### src/rtl/oclib_apb_arbiter.sv
// -----------------------------------------------------------------------------
// oclib_apb_arbiter
//
// Shares one downstream APB completer among Requesters upstream APB masters.
// Each transaction is granted to a single master, chosen round-robin from the
// masters holding select. The granted master's write/address/wdata are
// captured at grant. The downstream transfer is replayed as a standard
// SETUP/ACCESS sequence. The completer's response is returned to that master
// as a one-cycle ready pulse, one cycle after the downstream ready is sampled.
// A one-cycle release state follows every transfer. It gives the master time
// to drop select, so the same transfer cannot be granted twice.
//
// Ports
//   clock     in   sole clock, rising edge
//   reset     in   synchronous, active-high
//   apbIn     in   ApbType   [Requesters]  upstream requests
//   apbInFb   out  ApbFbType [Requesters]  upstream responses
//   apbOut    out  ApbType                 shared downstream request
//   apbOutFb  in   ApbFbType               shared downstream response
//
// Build option
//   OCLIB_APB_ARBITER_TIMEOUT_EN : when defined, an access that sees no
//   downstream ready for TimeoutCycles cycles is aborted. The master gets
//   ready=1, error=1 and rdata=0. When undefined, the access waits forever
//   and TimeoutCycles has no effect.
//
// The default request/response structs live in oclib_pkg below.
// -----------------------------------------------------------------------------

package oclib_pkg;

  typedef struct packed {
    logic        select;
    logic        enable;
    logic        write;
    logic [31:0] address;
    logic [31:0] wdata;
  } apb_s;

  typedef struct packed {
    logic        ready;
    logic        error;
    logic [31:0] rdata;
  } apb_fb_s;

endpackage

module oclib_apb_arbiter #(
  parameter int  Requesters    = 2,
  parameter type ApbType       = oclib_pkg::apb_s,
  parameter type ApbFbType     = oclib_pkg::apb_fb_s,
  parameter int  TimeoutCycles = 256
) (
  input  logic     clock,
  input  logic     reset,
  input  ApbType   apbIn   [Requesters],
  output ApbFbType apbInFb [Requesters],
  output ApbType   apbOut,
  input  ApbFbType apbOutFb
);

  localparam int IdxW = $clog2(Requesters);

  if (Requesters < 2 || Requesters > 8 || TimeoutCycles < 1) begin : g_bad_param
    $error("oclib_apb_arbiter: Requesters must be 2..8 and TimeoutCycles >= 1");
  end

  typedef enum logic [1:0] {
    StIdle    = 2'd0,
    StSetup   = 2'd1,
    StAccess  = 2'd2,
    StRelease = 2'd3
  } state_e;

  state_e          state;
  state_e          state_next;

  // Control: round-robin pointer doubles as the current grant index.
  logic [IdxW-1:0] last_grant;
  logic [IdxW-1:0] pick;
  logic            pick_vld;
  int              cand;
  logic [IdxW-1:0] cand_idx;

  // Data captured at grant; never reset because it is only visible while
  // a grant is active.
  ApbType          cap_req;

  // Response returned to the granted master, one cycle after completion.
  ApbFbType        rsp_p1;

  logic            access_done;
  logic            timeout_hit;

  // ---------------------------------------------------------------------------
  // Round-robin selection: the first pending index strictly after last_grant,
  // wrapping from Requesters-1 to 0.
  // ---------------------------------------------------------------------------
  always_comb begin
    pick     = last_grant;
    pick_vld = 1'b0;
    cand     = 0;
    cand_idx = '0;
    for (int k = 1; k <= Requesters; k++) begin
      cand     = (int'(last_grant) + k) % Requesters;
      cand_idx = IdxW'(cand);
      if (!pick_vld && apbIn[cand_idx].select) begin
        pick     = cand_idx;
        pick_vld = 1'b1;
      end
    end
  end

  assign access_done = (state == StAccess) && apbOutFb.ready;

`ifdef OCLIB_APB_ARBITER_TIMEOUT_EN
  localparam int CntW = $clog2(TimeoutCycles + 1);

  logic [CntW-1:0] to_cnt;

  // The count holds the number of access cycles already spent without ready.
  // The cycle that would reach TimeoutCycles is the abort cycle.
  assign timeout_hit = (state == StAccess) && !apbOutFb.ready &&
                       (to_cnt == CntW'(TimeoutCycles - 1));

  always_ff @(posedge clock) begin
    if (reset) begin
      to_cnt <= '0;
    end else if (state == StSetup) begin
      to_cnt <= '0;
    end else if ((state == StAccess) && !apbOutFb.ready && !timeout_hit) begin
      to_cnt <= to_cnt + 1'b1;
    end
  end
`else
  assign timeout_hit = 1'b0;
`endif

  // ---------------------------------------------------------------------------
  // FSM: state register
  // ---------------------------------------------------------------------------
  always_ff @(posedge clock) begin
    if (reset) begin
      state <= StIdle;
    end else begin
      state <= state_next;
    end
  end

  // ---------------------------------------------------------------------------
  // FSM: next state
  // ---------------------------------------------------------------------------
  always_comb begin
    state_next = state;
    case (state)
      StIdle:    if (pick_vld) state_next = StSetup;
      StSetup:   state_next = StAccess;
      StAccess:  if (access_done || timeout_hit) state_next = StRelease;
      StRelease: state_next = StIdle;
      default:   state_next = StIdle;
    endcase
  end

  // ---------------------------------------------------------------------------
  // Grant bookkeeping and response register (control, reset)
  // ---------------------------------------------------------------------------
  always_ff @(posedge clock) begin
    if (reset) begin
      last_grant <= IdxW'(Requesters - 1);
      rsp_p1     <= '0;
    end else begin
      rsp_p1.ready <= 1'b0;
      if ((state == StIdle) && pick_vld) begin
        last_grant <= pick;
        rsp_p1     <= '0;
      end
      if (access_done) begin
        rsp_p1.ready <= 1'b1;
        rsp_p1.error <= apbOutFb.error;
        rsp_p1.rdata <= apbOutFb.rdata;
      end else if (timeout_hit) begin
        rsp_p1.ready <= 1'b1;
        rsp_p1.error <= 1'b1;
        rsp_p1.rdata <= '0;
      end
    end
  end

  // ---------------------------------------------------------------------------
  // Request capture at grant (data, no reset)
  // ---------------------------------------------------------------------------
  always_ff @(posedge clock) begin
    if ((state == StIdle) && pick_vld) begin
      cap_req <= apbIn[pick];
    end
  end

  // ---------------------------------------------------------------------------
  // FSM: outputs
  // ---------------------------------------------------------------------------
  always_comb begin
    apbOut = '0;
    if ((state == StSetup) || (state == StAccess)) begin
      apbOut        = cap_req;
      apbOut.select = 1'b1;
      apbOut.enable = (state == StAccess);
    end
  end

  // Only the current (or most recent) grantee sees the response register.
  always_comb begin
    for (int j = 0; j < Requesters; j++) begin
      apbInFb[j] = '0;
      if (IdxW'(j) == last_grant) begin
        apbInFb[j] = rsp_p1;
      end
    end
  end

  always_ff @(posedge clock) begin
    if (!reset) begin
      assert (!(apbOut.enable && !apbOut.select))
        else $error("oclib_apb_arbiter: enable asserted without select");
    end
  end

endmodule
### config.mk
export PLATFORM = sky130hd
export DESIGN_NAME = oclib_apb_arbiter
export DESIGN_NICKNAME = d
export VERILOG_FILES = /design/src/rtl/oclib_apb_arbiter.sv
export SDC_FILE = /design/constraint.sdc
export NUM_CORES = 1
export LEC_CHECK = 0
export CAP_MARGIN = 20
export CORE_MARGIN = 4
export CORE_UTILIZATION = 40
export CTS_CLUSTER_SIZE = 20
export DETAILED_ROUTE_END_ITERATION = 12
export DONT_BUFFER_PORTS = 1
export PLACE_DENSITY_LB_ADDON = 0.15
export SLEW_MARGIN = 5
export SYNTH_ARGS = -nofsm -noshare
export SYNTH_HDL_FRONTEND = slang
export SYNTH_SLANG_ARGS = --single-unit
### constraint.sdc
create_clock -name clock -period 3 [get_ports clock]
set_clock_uncertainty 0.1 [all_clocks]
set_input_delay 0.6 -clock clock [delete_from_list [all_inputs] [get_ports clock]]
set_output_delay 0.6 -clock clock [all_outputs]
set_load 0.005 [all_outputs]
==> reports/metrics.csv, run 1 <==
stage,metric,value,unit
cells_and_area,diodes,0,
timing,fin_tns_setup,0,ns
logic_synthesis,synth_cells,385,
logic_synthesis,synthAdderAreaFrac,0.00495,
power,vdd_drop_max,560,uV
clocking,h-tree-depth,3,
worst_setup_path,slowest_stage,dfxtp_1,
drt,drt-initial-drc-count,127,
logic_synthesis,yosys.area_share.simple,0.174,
cells_and_area,syn_to_final_growth,7.06,%
job,cap_violations,0,
clocking,cts_hold_buf,0,
worst_setup_path,reg2reg_depth,4,
worst_setup_path,crit_arrival,1.61,ns
drt,antenna_left,0,
worst_setup_path,crit_start,state[0],
logic_synthesis,ys_seq_area_frac,0.533,
worst_setup_path,worst-setup-path-type,register to output port,
logic_synthesis,synth_compound_area_frac,0.0646,
drt,drc_errors,0,
logic_synthesis,synth-seq-cells,102,
worst_setup_path,rrSetupSlack,1.11,ns
cells_and_area,fin_cells,549,
logic_synthesis,synth.mux.area_fraction,0.176,
global_routing,antenna_found_initial,0,
cells_and_area,fillCellCount,1159,
floorplanning,die_area,14500,sq um
global_routing,grt_max_degree,70,
timing,worstMarginPinSlew,0.658,ns
timing,grt_setup_unrepaired,false,
drt,vias,2766,
clocking,cts_buffer_depth,2,
global_routing,overflow,0,
floorplanning,core.rowCount,40,
floorplanning,core,12200,sq um
power,p_leak,2.03,nW
drt,routed_wl,10.9,mm
clocking,cts_setup_buffers,0,
placed_design,dpl_worst_slack,0.718,ns
worst_setup_path,start_kind,register,
global_routing,grt_pass1_wl,16.0,mm
worst_setup_path,worst_setup_path_end_kind,output port,
timing,finalCritPeriodShare,0.768,
floorplanning,initial_core_util,0.414,
worst_hold_path,min_path_type,input port to register,
timing,fin_crit,2.31,ns
worst_setup_path,r2r-start,last_grant,
worst_setup_path,slowest_delay,0.34,ns
global_routing,grt_pass1_vias,2865,
logic_synthesis,syn_nets,557,
placed_design,dp.cells,532,
logic_synthesis,synth.avg_cell_area,13.1,sq um
timing,finalWorstSetupSlack,0.695,ns
timing,final_hold_viol_count,0,
logic_synthesis,synthXorXnorAreaFrac,0,
logic_synthesis,mappedNetlistArea,5050,sq um
cells_and_area,fin_area,5410,sq um
cells_and_area,multi_input_area,2130,sq um
timing,fmax,434,MHz
placed_design,io_buffers,0,
drt,routedWlPerCell,19.9,um
clocking,path_clk_slew,0.07,ns
clocking,cts_tree,yes,
placed_design,hpwlAfterDp,8.19,mm
global_routing,grt_use_total,0.145,
clocking,clock_sinks,102,
power,p_total,5.17,mW
clocking,ctsRootBufferMaster,clkbuf_16,
drt,avgViaCountPerCell,5.04,
logic_synthesis,synth_top_family_by_area,multiplexers,
timing,maxSlewViolCount,0,
worst_setup_path,crit_end,apbOut[2],
worst_setup_path,worstPathRequired,2.30,ns
floorplanning,io_pins,305,
clocking,cts_made_buffers,9,
worst_setup_path,cp_max_fo,44,
power,power_per_cell_area,956,nW/um^2
cells_and_area,layout-drive-gt1-share,0.244,
timing,relSlewSlack,0.561,
cells_and_area,nNetsFinal,548,
timing,setup_viol,0,
placed_design,place.gp.congestion,0.720,
clocking,worst_skew_pair.late_latency,0.35,ns
cells_and_area,layout.area.seq,2690,sq um
worst_setup_path,worstPathCellList,inv_1 > ha_1 > buf_4 > and2_1,
logic_synthesis,ys_warn_count,0,
logic_synthesis,synth.distinct_cells,24,
clocking,cts_resized,0,
floorplanning,die_w,120,um
drt,drtPass1Iterations,4,
run_status,status,"complete, no violations",
placed_design,post_dp_cell_area,5120,sq um
floorplanning,dieHeight,120,um
worst_setup_path,rr_endpoint,cap_req[2],
synth_stat cells:
cell | instances | area share
a21oi_1 | 2 | 0.0020
a22o_1 | 32 | 0.055
and2_1 | 99 | 0.12
and3_1 | 1 | 0.0012
buf_12 | 4 | 0.016
buf_2 | 4 | 0.0040
buf_4 | 3 | 0.0045
buf_6 | 3 | 0.0067
buf_8 | 1 | 0.0030
clkbuf_1 | 14 | 0.010
dfxtp_1 | 37 | 0.15
edfxtp_1 | 65 | 0.39
ha_1 | 2 | 0.0050
inv_1 | 4 | 0.0030
mux2_2 | 26 | 0.058
mux2_4 | 39 | 0.12
mux2i_1 | 1 | 0.0020
nand2_1 | 5 | 0.0037
nand3_1 | 2 | 0.0020
nor2_1 | 2 | 0.0015
nor2b_1 | 35 | 0.043
o211ai_1 | 1 | 0.0015
o21ai_2 | 2 | 0.0035
o221a_2 | 1 | 0.0022
how the worst min path moves through the flow:
stage	start	end	slack (ns)	cells past startpoint
global placement	state[1]	state[1]	0.37	2
floorplan	rsp_p1[3]	rsp_p1[3]	0.35	2
finish	reset	rsp_p1[3]	0.21	1
global route	reset	rsp_p1[3]	0.19	1
CTS	reset	rsp_p1[3]	0.19	1
detailed placement	rsp_p1[3]	rsp_p1[3]	0.38	2
state kept, by name (all words and copies together) (netlist names):
| register | count |
|---|---|
| cap_req | 65 |
| state | 2 |
| rsp_p1 | 34 |
| last_grant | 1 |
through the flow:
stage,hold WS (ns),util
3_3_place_gp,0.367,0.419
3_5_place_dp,0.376,0.419
2_1_floorplan,0.346,-
6_report,0.206,0.443
5_1_grt,0.193,0.443
4_1_cts,0.186,0.441
report_power, final:
group	switching, mW	total, mW	internal (mW)
logic	1.16	1.96	0.795
clock network	0.482	1.04	0.555
registers	0.106	2.18	2.07
total	1.75	5.17	3.42
kinds of logic (layout without fill, tap and decap cells):
| family | after synthesis | count (layout) |
|---|---|---|
| flops | 102 | 102 |
| fa+ha+maj | 2 | 2 |
| mux | 66 | 66 |
| simple gates | 144 | 144 |
| buf+inv | 33 | 29 |
| compound gates | 38 | 38 |
worst max-delay path: cells and delay by family, from the launching register on:
| family | cells | cell delay [ns] |
|---|---|---|
| buffers and inverters | 2 | 0.38 |
| flip-flops | 1 | 0.34 |
| adder cells (fa/ha/maj) | 1 | 0.29 |
| AND/OR/NAND/NOR | 1 | 0.23 |
placed cells by master (no fill, tap or decap), types with 2 or more instances in the layout:
cell and n:
mux2_2 26, clkbuf_16 9, a21oi_1 2, buf_4 7, and2_1 99, nor2b_1 35, ha_1 2, clkinv_2 3
nand2_1 5, a22o_1 32, edfxtp_1 65, clkbuf_1 2, mux2_4 39, inv_1 3, dfxtp_1 36, nand3_1 2
final cells by class:
class,instances,area share
Sequential cell,102,0.498
Multi-Input combinational cell,250,0.394
Clock buffer,11,0.0430
Tap cell,168,0.0389
Timing Repair Buffer,9,0.0185
Clock inverter,5,0.00486
Inverter,4,0.00278
per-layer routing:
| metal | vias to the layer above | track usage | share of wire |
|---|---|---|---|
| met1 | 1290 | 0.155 | 0.36 |
| met4 | 0 | 0.0425 | 0.011 |
| met2 | 148 | 0.253 | 0.53 |
| met5 | - | 0 | 0 |
| li1 | 1320 | - | - |
| met3 | 8 | 0.0720 | 0.095 |
No activity file was read; power rests on OpenSTA's default activity.
==> run 2, diff against run 1 <==
==> constraint.sdc (replaced) <==
create_clock -name clock -period 2.2 [get_ports clock]
set_clock_uncertainty 0.1 [all_clocks]
set_input_delay 0.44 -clock clock [delete_from_list [all_inputs] [get_ports clock]]
set_output_delay 0.44 -clock clock [all_outputs]
set_load 0.005 [all_outputs]
==> run 2 against run 1 <==
Against the previous run:
- die area unchanged
- sequential cell count unchanged
- sequential power up 36%
- worst hold slack worse by 0.15 ns
- largest power group unchanged
- global-route usage is 0.30 points lower
==> reports/metrics.csv, run 2 (synthesized netlist as in run 1, its figures left out) <==
stage,metric,value,unit,change
cells_and_area,largest_reg_flops,65,,unchanged
placed_design,hpwlAfterDp,8.23,mm,+0.48%
run_status,status,"complete, no violations",,
clocking,cts_made_buffers,9,,unchanged
global_routing,grt_pass1_vias,2865,,unchanged
timing,finalCritPeriodShare,0.939,,
global_routing,grt_util_met1,0.156,,+0.00163
clocking,h-tree-depth,3,,unchanged
placed_design,io_buffers,0,,unchanged
global_routing,grt-busiest-layer,met2,,
cells_and_area,nNetsFinal,548,,unchanged
drt,routed_wl,10.9,mm,-0.35%
drt,vias,2809,,+1.6%
worst_setup_path,start_kind,register,,
timing,fmax,484,MHz,
placed_design,post_dp_cell_area,5150,sq um,+0.46%
power,vdd_drop_max,691,uV,+23%
timing,relSlewSlack,0.669,,+0.108
cells_and_area,layout_commonest_cell,and2_1,,
clocking,cts_setup_buffers,0,,unchanged
cells_and_area,diodes,0,,unchanged
global_routing,grt_pass1_wl,15.8,mm,-1.4%
clocking,path_clk_slew,0.07,ns,about the same
drt,drc_errors,0,,unchanged
worst_setup_path,crit_arrival,1.53,ns,-0.08 ns
clocking,clock_sinks,102,,unchanged
drt,drtPass1Iterations,4,,unchanged
timing,grt_setup_unrepaired,false,,
timing,worstMarginPinSlew,0.496,ns,-0.162 ns
cells_and_area,regMostFlops,cap_req,,
worst_setup_path,cp_max_fo,29,,-34%
floorplanning,die_w,120,um,unchanged
floorplanning,dieHeight,120,um,unchanged
worst_hold_path,min_path_type,input port to register,,
cells_and_area,layout-drive-gt1-share,0.241,,-0.00262
timing,fin_tns_setup,0,ns,unchanged
cells_and_area,fin_area,5480,sq um,+1.3%
global_routing,overflow,0,,unchanged
worst_setup_path,worstPathRequired,1.66,ns,-0.64 ns
drt,drt-initial-drc-count,157,,+24%
worst_setup_path,rrSetupSlack,0.49,ns,-0.62 ns
worst_setup_path,cp_top_family,flip-flops,,
job,cap_violations,0,,unchanged
global_routing,met3_usage,0.0795,,+0.00748
cells_and_area,syn_to_final_growth,8.47,%,
placed_design,place.gp.congestion,0.727,,+1.0%
cells_and_area,largest_registers,"cap_req x65, rsp_p1 x34, state x2",,
power,p_leak,2.06,nW,+1.3%
worst_hold_path,worstHoldEndpoint,rsp_p1[3],,
timing,fin_crit,2.07,ns,
worst_setup_path,rr_endpoint,rsp_p1[30],,
floorplanning,io_pins,305,,unchanged
drt,routedWlPerCell,19.8,um,-0.35%
global_routing,grt_max_degree,69,,-1.4%
power,power_per_cell_area,1350,nW/um^2,+41%
placed_design,dp.cells,533,,+0.19%
cells_and_area,final_cell_mix,"and2_1, edfxtp_1, mux2_4",,
timing,maxSlewViolCount,0,,unchanged
global_routing,grt_use_total,0.142,,-0.00305
floorplanning,core.rowCount,40,,unchanged
timing,setup_viol,0,,unchanged
global_routing,antenna_found_initial,0,,unchanged
worst_setup_path,worst-setup-path-type,register to output port,,
global_routing,grt_use_met2,0.233,,-0.0203
clocking,cts_buffer_depth,2,,unchanged
power,p_total,7.41,mW,+43%
clocking,ctsRootBufferMaster,clkbuf_16,,
worst_setup_path,cp.depth,4,,unchanged
clocking,worst_skew_pair.late_latency,0.34,ns,about the same
floorplanning,initial_core_util,0.414,,unchanged
worst_setup_path,worst_setup_path_end_kind,output port,,
floorplanning,core,12200,sq um,unchanged
worst_hold_path,worstHoldStart,reset,,
worst_setup_path,worstPathCellList,inv_1 > ha_1 > buf_4 > and2_1,,
worst_setup_path,path_buf_inv,2,,unchanged
worst_setup_path,r2r-start,state[0],,
drt,avgViaCountPerCell,5.12,,+1.6%
drt,antenna_left,0,,unchanged
floorplanning,die_area,14500,sq um,unchanged
clocking,cts_tree,yes,,
worst_setup_path,reg2reg_depth,6,,+2
worst_hold_path,hold_path_depth,1,,unchanged
timing,final_hold_viol_count,0,,unchanged
timing,hold-worst-slack,0.0584,ns,-0.148 ns
worst_setup_path,slowest_stage,dfxtp_1,,
worst_setup_path,slowest_delay,0.36,ns,+0.02 ns
cells_and_area,fin_cells,549,,unchanged
-- run 2: changes by cell type in the layout (fill, tap and decap cells not counted), sizes merged --
cell / before / now
bufinv: 0 / 3
clkinv: 4 / 2
inv: 4 / 3
-- run 2: how the worst max path moves through the flow --
| stage | from | endpoint | slack [ns] |
|---|---|---|---|
| 2_1_floorplan | state[0] | cap_req[0] | 0.02 |
| 3_3_place_gp | state[1] | apbOut[39] | 0.44 |
| 3_5_place_dp | state[1] | apbOut[39] | 0.43 |
| 4_1_cts | state[1] | apbOut[39] | 0.04 |
| 5_1_grt | state[0] | apbOut[49] | 0.001 |
| 6_report | state[1] | apbOut[0] | 0.13 |
-- run 2: repair_timing --
item,4_1_cts,5_1_grt
gates resized for setup,0,1
hold buffers,0,0
setup endpoints to repair,0,37
-- run 2: where the power goes --
group	internal [mW]	switching, mW	leakage (nW)
logic	1.09	1.60	0.971
registers	2.83	0.146	0.931
clock network	1.10	0.647	0.159
total	5.02	2.39	2.06
-- run 2: per-stage QoR --
step,util,setup WS (ns)
6_report,0.449,0.133
5_1_grt,0.449,0.00122
4_1_cts,0.448,0.0356
3_5_place_dp,0.421,0.426
3_3_place_gp,0.421,0.437
2_1_floorplan,-,0.0250
-- run 2: worst register-to-register path, stage by stage (launching register included) --
cell,delay (ns)
dfxtp_1,0.31
inv_1,0.08
ha_1,0.27
nand2_1,0.13
and3_1,0.20
buf_4,0.23
a22o_1,0.28
-- run 2: metal layers --
metal / wire length (um) / vias up
li1: - / 1322
met1: 4050 / 1305
met2: 5400 / 166
met3: 1230 / 16
met4: 202 / 0
met5: 0 / -
-- run 2: cell type report --
type | count | area (sq um)
Clock buffer | 11 | 233
Timing Repair Buffer | 9 | 96.3
Inverter | 4 | 18.8
Sequential cell | 102 | 2690
Tap cell | 168 | 210
Clock inverter | 5 | 97.6
Fill cell | 1143 | 6730
Multi-Input combinational cell | 250 | 2130
